`src/rtl/jk_reg_pkg.sv`:
```
// Shared definitions for the JK universal register: mode field width and
// the eight operation codes, used by both the block and its bench.
package jk_reg_pkg;

    localparam int MODE_W = 3;

    localparam logic [MODE_W-1:0] MODE_HOLD = 3'd0;
    localparam logic [MODE_W-1:0] MODE_JK   = 3'd1;
    localparam logic [MODE_W-1:0] MODE_LOAD = 3'd2;
    localparam logic [MODE_W-1:0] MODE_SHL  = 3'd3;
    localparam logic [MODE_W-1:0] MODE_SHR  = 3'd4;
    localparam logic [MODE_W-1:0] MODE_UP   = 3'd5;
    localparam logic [MODE_W-1:0] MODE_DN   = 3'd6;
    localparam logic [MODE_W-1:0] MODE_TGL  = 3'd7;

endpackage : jk_reg_pkg

```
`src/rtl/jk_bit_next.sv`:
```
// One-bit combinational next-state cell: behaves as a JK flop input stage
// when sel=0 and as a T flop input stage when sel=1.
module jk_bit_next (
    input  logic j,
    input  logic k,
    input  logic t,
    input  logic q,
    input  logic sel,
    output logic q_next
);

    // Select between the JK characteristic equation and a plain toggle.
    always_comb begin
        if (sel) begin
            q_next = q ^ t;
        end else begin
            q_next = (j & ~q) | (~k & q);
        end
    end

endmodule : jk_bit_next

```
`src/rtl/jk_universal_register.sv`:
```
// WIDTH-bit universal register: hold, per-bit JK, parallel load, left/right
// shift, up/down count with a wrap pulse, and per-bit toggle. All state lives
// in one clocked process; JK/T bit logic comes from jk_bit_next cells.
module jk_universal_register
    import jk_reg_pkg::*;
#(
    parameter int WIDTH = 8
) (
    input  logic              clk,
    input  logic              rst_n,
    input  logic              en,
    input  logic [MODE_W-1:0] mode,
    input  logic [WIDTH-1:0]  j,
    input  logic [WIDTH-1:0]  k,
    input  logic [WIDTH-1:0]  d,
    input  logic              ser_in,
    output logic [WIDTH-1:0]  q,
    output logic [WIDTH-1:0]  qn,
    output logic              wrap,
    output logic              ser_out
);

    logic [WIDTH-1:0] q_q;
    logic [WIDTH-1:0] q_d;
    logic             wrap_q;
    logic             wrap_d;
    logic             ser_q;
    logic             ser_d;
    logic [WIDTH-1:0] cell_next;
    logic             tgl_sel;

    assign tgl_sel = (mode == MODE_TGL);

    // Per-bit JK / T next-state cells; j doubles as the toggle input.
    for (genvar i = 0; i < WIDTH; i++) begin : g_bit
        jk_bit_next u_cell (
            .j      (j[i]),
            .k      (k[i]),
            .t      (j[i]),
            .q      (q_q[i]),
            .sel    (tgl_sel),
            .q_next (cell_next[i])
        );
    end

    // Next-state selection for the register, the wrap pulse and the serial output.
    always_comb begin
        // NOTE: every output gets a default before the case so no path leaves it unassigned, which would infer a latch.
        q_d    = q_q;
        wrap_d = 1'b0;
        ser_d  = ser_q;
        if (en) begin
            case (mode)
                MODE_JK, MODE_TGL: q_d = cell_next;
                MODE_LOAD:         q_d = d;
                MODE_SHL: begin
                    q_d   = {q_q[WIDTH-2:0], ser_in};
                    ser_d = q_q[WIDTH-1];
                end
                MODE_SHR: begin
                    q_d   = {ser_in, q_q[WIDTH-1:1]};
                    ser_d = q_q[0];
                end
                MODE_UP: begin
                    q_d    = q_q + WIDTH'(1);
                    wrap_d = &q_q;
                end
                MODE_DN: begin
                    q_d    = q_q - WIDTH'(1);
                    wrap_d = ~|q_q;
                end
                default: q_d = q_q;
            endcase
        end
    end

    // State register with synchronous active-low reset taking priority over everything.
    always_ff @(posedge clk) begin
        // NOTE: sequential state uses non-blocking assignments so all registers update from pre-edge values.
        if (!rst_n) begin
            q_q    <= '0;
            wrap_q <= 1'b0;
            ser_q  <= 1'b0;
        end else begin
            q_q    <= q_d;
            wrap_q <= wrap_d;
            ser_q  <= ser_d;
        end
    end

    assign q       = q_q;
    assign qn      = ~q_q;
    assign wrap    = wrap_q;
    assign ser_out = ser_q;

endmodule : jk_universal_register

```
`config.mk`:
```
export PLATFORM = sky130hd
export DESIGN_NAME = jk_universal_register
export DESIGN_NICKNAME = d
export VERILOG_FILES = /design/src/rtl/jk_reg_pkg.sv /design/src/rtl/jk_bit_next.sv /design/src/rtl/jk_universal_register.sv
export SDC_FILE = /design/constraint.sdc
export NUM_CORES = 1
export LEC_CHECK = 0
export CELL_PAD_IN_SITES_DETAIL_PLACEMENT = 1
export CELL_PAD_IN_SITES_GLOBAL_PLACEMENT = 2
export CORE_MARGIN = 4
export CORE_UTILIZATION = 25
export CTS_BUF_LIST = sky130_fd_sc_hd__clkbuf_2 sky130_fd_sc_hd__clkbuf_4 sky130_fd_sc_hd__clkbuf_8
export CTS_CLUSTER_SIZE = 28
export DETAILED_ROUTE_END_ITERATION = 12
export HOLD_SLACK_MARGIN = 0.08
export PLACE_DENSITY = 0.95
export SLEW_MARGIN = 0
export SYNTH_ARGS = -nofsm -noshare
export SYNTH_HDL_FRONTEND = slang
export SYNTH_SLANG_ARGS = --single-unit
export TNS_END_PERCENT = 5
```
`constraint.sdc`:
```
create_clock -name clk -period 5.1 [get_ports clk]
set_input_delay 1.02 -clock clk [delete_from_list [all_inputs] [get_ports clk]]
set_output_delay 1.02 -clock clk [all_outputs]
set_load 0.1 [all_outputs]
```
==> reports/results.ini <==
[final_layout]
final_util = 0.368
syn2layout_area_growth_pct = 40.0
final_cells = 279
fin_area_sq_um = 1760
drive_above_1_share = 0.0660
fin_nets = 246
antennaDiodeCount = 0

[placement]
post-place-cells = 276
place_area_sq_um = 1720
port_buffers = 48
place_congestion = 0.857
hpwl_um = 3440

[sta]
report.final.slew_viol_count = 0
min_period_over_period = 0.738
setup_violations = 0
worst_pin_slew_ps = 975
final.setup.tns_ps = 0
fmax_ghz = 0.266
timing.final.hold_violations = 0
skew_ps = 4.64
period_needed_ps = 3760
rsz0062_at_grt = false
maxSlewHeadroom = 0.348

[die]
std_cell_rows = 25
die_h_um = 78.9
core_sq_um = 4790
initial_core_util = 0.262
dieArea_sq_um = 6220
ioPinCount = 49
die_w_um = 78.9

[global_route]
busiest_layer = met2
antenna_found_initial = 0
met1_usage = 0.202
grt_max_degree = 23
first_global_vias = 1534
use_met3 = 0.0181
grt_pass1_wl_um = 7480
track_usage = 0.150
grt-ovfl-total = 0
use_met2 = 0.249

[power_and_ir_drop]
pwr-share-clk = 0.196
p_int_mw = 0.215
power.density_nw_per_um2 = 242
combPwrFrac = 0.556
max-vdd-ir-drop_uv = 70.6
switching_share = 0.494
pwr-share-seq = 0.248
power.total_mw = 0.426
power_switching_mw = 0.211
p_leak_nw = 0.619

[critical_path]
critPathMaxFanout = 22
cp-start-kind = primary input
path_cells = clkdlybuf4s50_1 > nand3b_1 > xnor2_1 > ha_1 > or4b_4 > a2111oi_4 > nor2b_1 > a21oi_1
critPathSlowestCell = clkdlybuf4s50_1
end_kind = flop
slowest_delay_ps = 930
worstPathRequired_ps = 5270
critPathArrivalTime_ps = 3930
critPathKind = in -> reg

[clock_network]
clockBufferDepth = 2
h-tree-depth = 1
cts_setup_buffers = 0
root_buffer = clkbuf_8
clkLatencyLatePin_ps = 240
cts_hold_buf = 0
cts_resized = 0
path_clk_slew_ps = 50
numCtsBuffers = 3
cts.sinks = 10
cts_tree = built

[routing]
drt.antenna.violating_nets = 0
drt_pass1_iterations = 4
drc = 0
vias = 1507
drt-vias-per-instance = 5.40
finalWirelength_um = 4570
drt-initial-drc-count = 136
routedWlPerCell_um = 16.4

[synth]
yosys.area.top_type_share = 0.159
synth-seq-cells = 10
ys_seq_area_frac = 0.159
syn_nets = 213
ys.flop_type = dfxtp_1
async_reset_ff_frac = 0
syn_inst = 181
yosys_warnings = 0
ys_top_cells_by_area = dfxtp_1 16%, nor2_1 5.7%, a22oi_1 5.4%, a21oi_1 5.2%, buf_4 4.8%
synth_top_area_cell = dfxtp_1
synth_edf_count = 0
avgSynthCellArea_sq_um = 6.94
netlist_area_sq_um = 1260
synth_cell_types = 48

[outcome]
status = finished clean

[worst_hold_path]
hold_path.class = reg -> reg

[job]
max_cap_viol_count = 0

[cells by family (layout without fill, tap and decap cells)]
kind of cell,Yosys count,in the layout,share of synthesized area
xor gates and xnor gates,2,2,0.0139
DFF,10,10,0.159
and+or+nand+nor,64,64,0.274
AOI/OAI and AO/OA,63,63,0.364
muxes,5,5,0.0408
adders and majority gates,1,1,0.00996
buffers and inverters,36,67,0.138
[cells in the final DEF (no fill, tap or decap), types with 4 or more instances in the layout]
cell type,instances
a21oi_1,13
nor2_1,19
clkdlybuf4s50_1,48
a22o_1,4
nand2b_1,9
nand2_1,10
dfxtp_1,10
mux2i_1,4
a22oi_1,9
nor3_1,5
o21ai_0,11
inv_1,13
o22ai_1,4
[metrics by stage]
stage | worst slack (ps) | hold WS (ps)
detailed placement | 1140 | 531
finish | 1340 | 529
CTS | 1380 | 533
global placement | 1250 | 517
floorplan | 2120 | 595
global route | 1170 | 572
[worst max-delay path: cells and delay by family]
kind                       cells  cell delay [ps]
AOI/OAI and AO/OA              2              450
xor gates and xnor gates       1              230
buffers and inverters          1              930
adders and majority gates      1              270
and+or+nand+nor                3             1030
[cell usage after synthesis (2+ instances only)]
library cell  count
nand3_1           3
dfxtp_1          10
nor4_1            2
o22ai_1           4
o21ai_0          11
o221ai_1          3
o221a_2           2
buf_4             8
nor2_1           19
inv_1            13
clkbuf_1         13
and4_1            3
a22o_1            4
a31oi_1           2
a22oi_1           9
o21a_1            2
a21oi_1          13
o32ai_1           3
nand2_1          10
and3_1            2
nand2b_1          9
nor3_1            5
mux2i_1           4
nand4_1           3
[power groups by stage]
stage	combinational [mW]	sequential [mW]	clock [mW]
global placement	0.235	0.107	0
floorplan	0.182	0.0970	0
CTS	0.237	0.105	0.0843
detailed placement	0.236	0.107	0
global route	0.251	0.108	0.0872
finish	0.237	0.106	0.0833
[final timing paths]
check	startpoint	slack, ps	endpoint	depth (start not counted)
setup / recovery	mode[2]	1340	q[6]	8
hold reg to reg	ser_out	530	ser_out	2
hold / removal	ser_out	530	ser_out	2
setup reg to reg	q[2]	2850	q[5]	5
[final cells by class]
| cell class | count | area (sq um) |
|---|---|---|
| fillers | 604 | 3030 |
| multi-input cells | 135 | 882 |
| repair buffers | 51 | 503 |
| flip-flops and latches | 10 | 200 |
| well taps | 67 | 83.8 |
| inverters | 13 | 48.8 |
| clock buffers | 3 | 41.3 |
[metal layers]
layer,wire [um],up-vias
li1,-,731
met5,0,-
met2,2110,47
met1,2140,720
met3,230,9
met4,87,0
[sequential cells by signal, indices dropped and copies added, names as in the netlist]
signal	count
ser_out	1
wrap	1
q	8
Note: power is estimated with default switching activity, not from simulation.
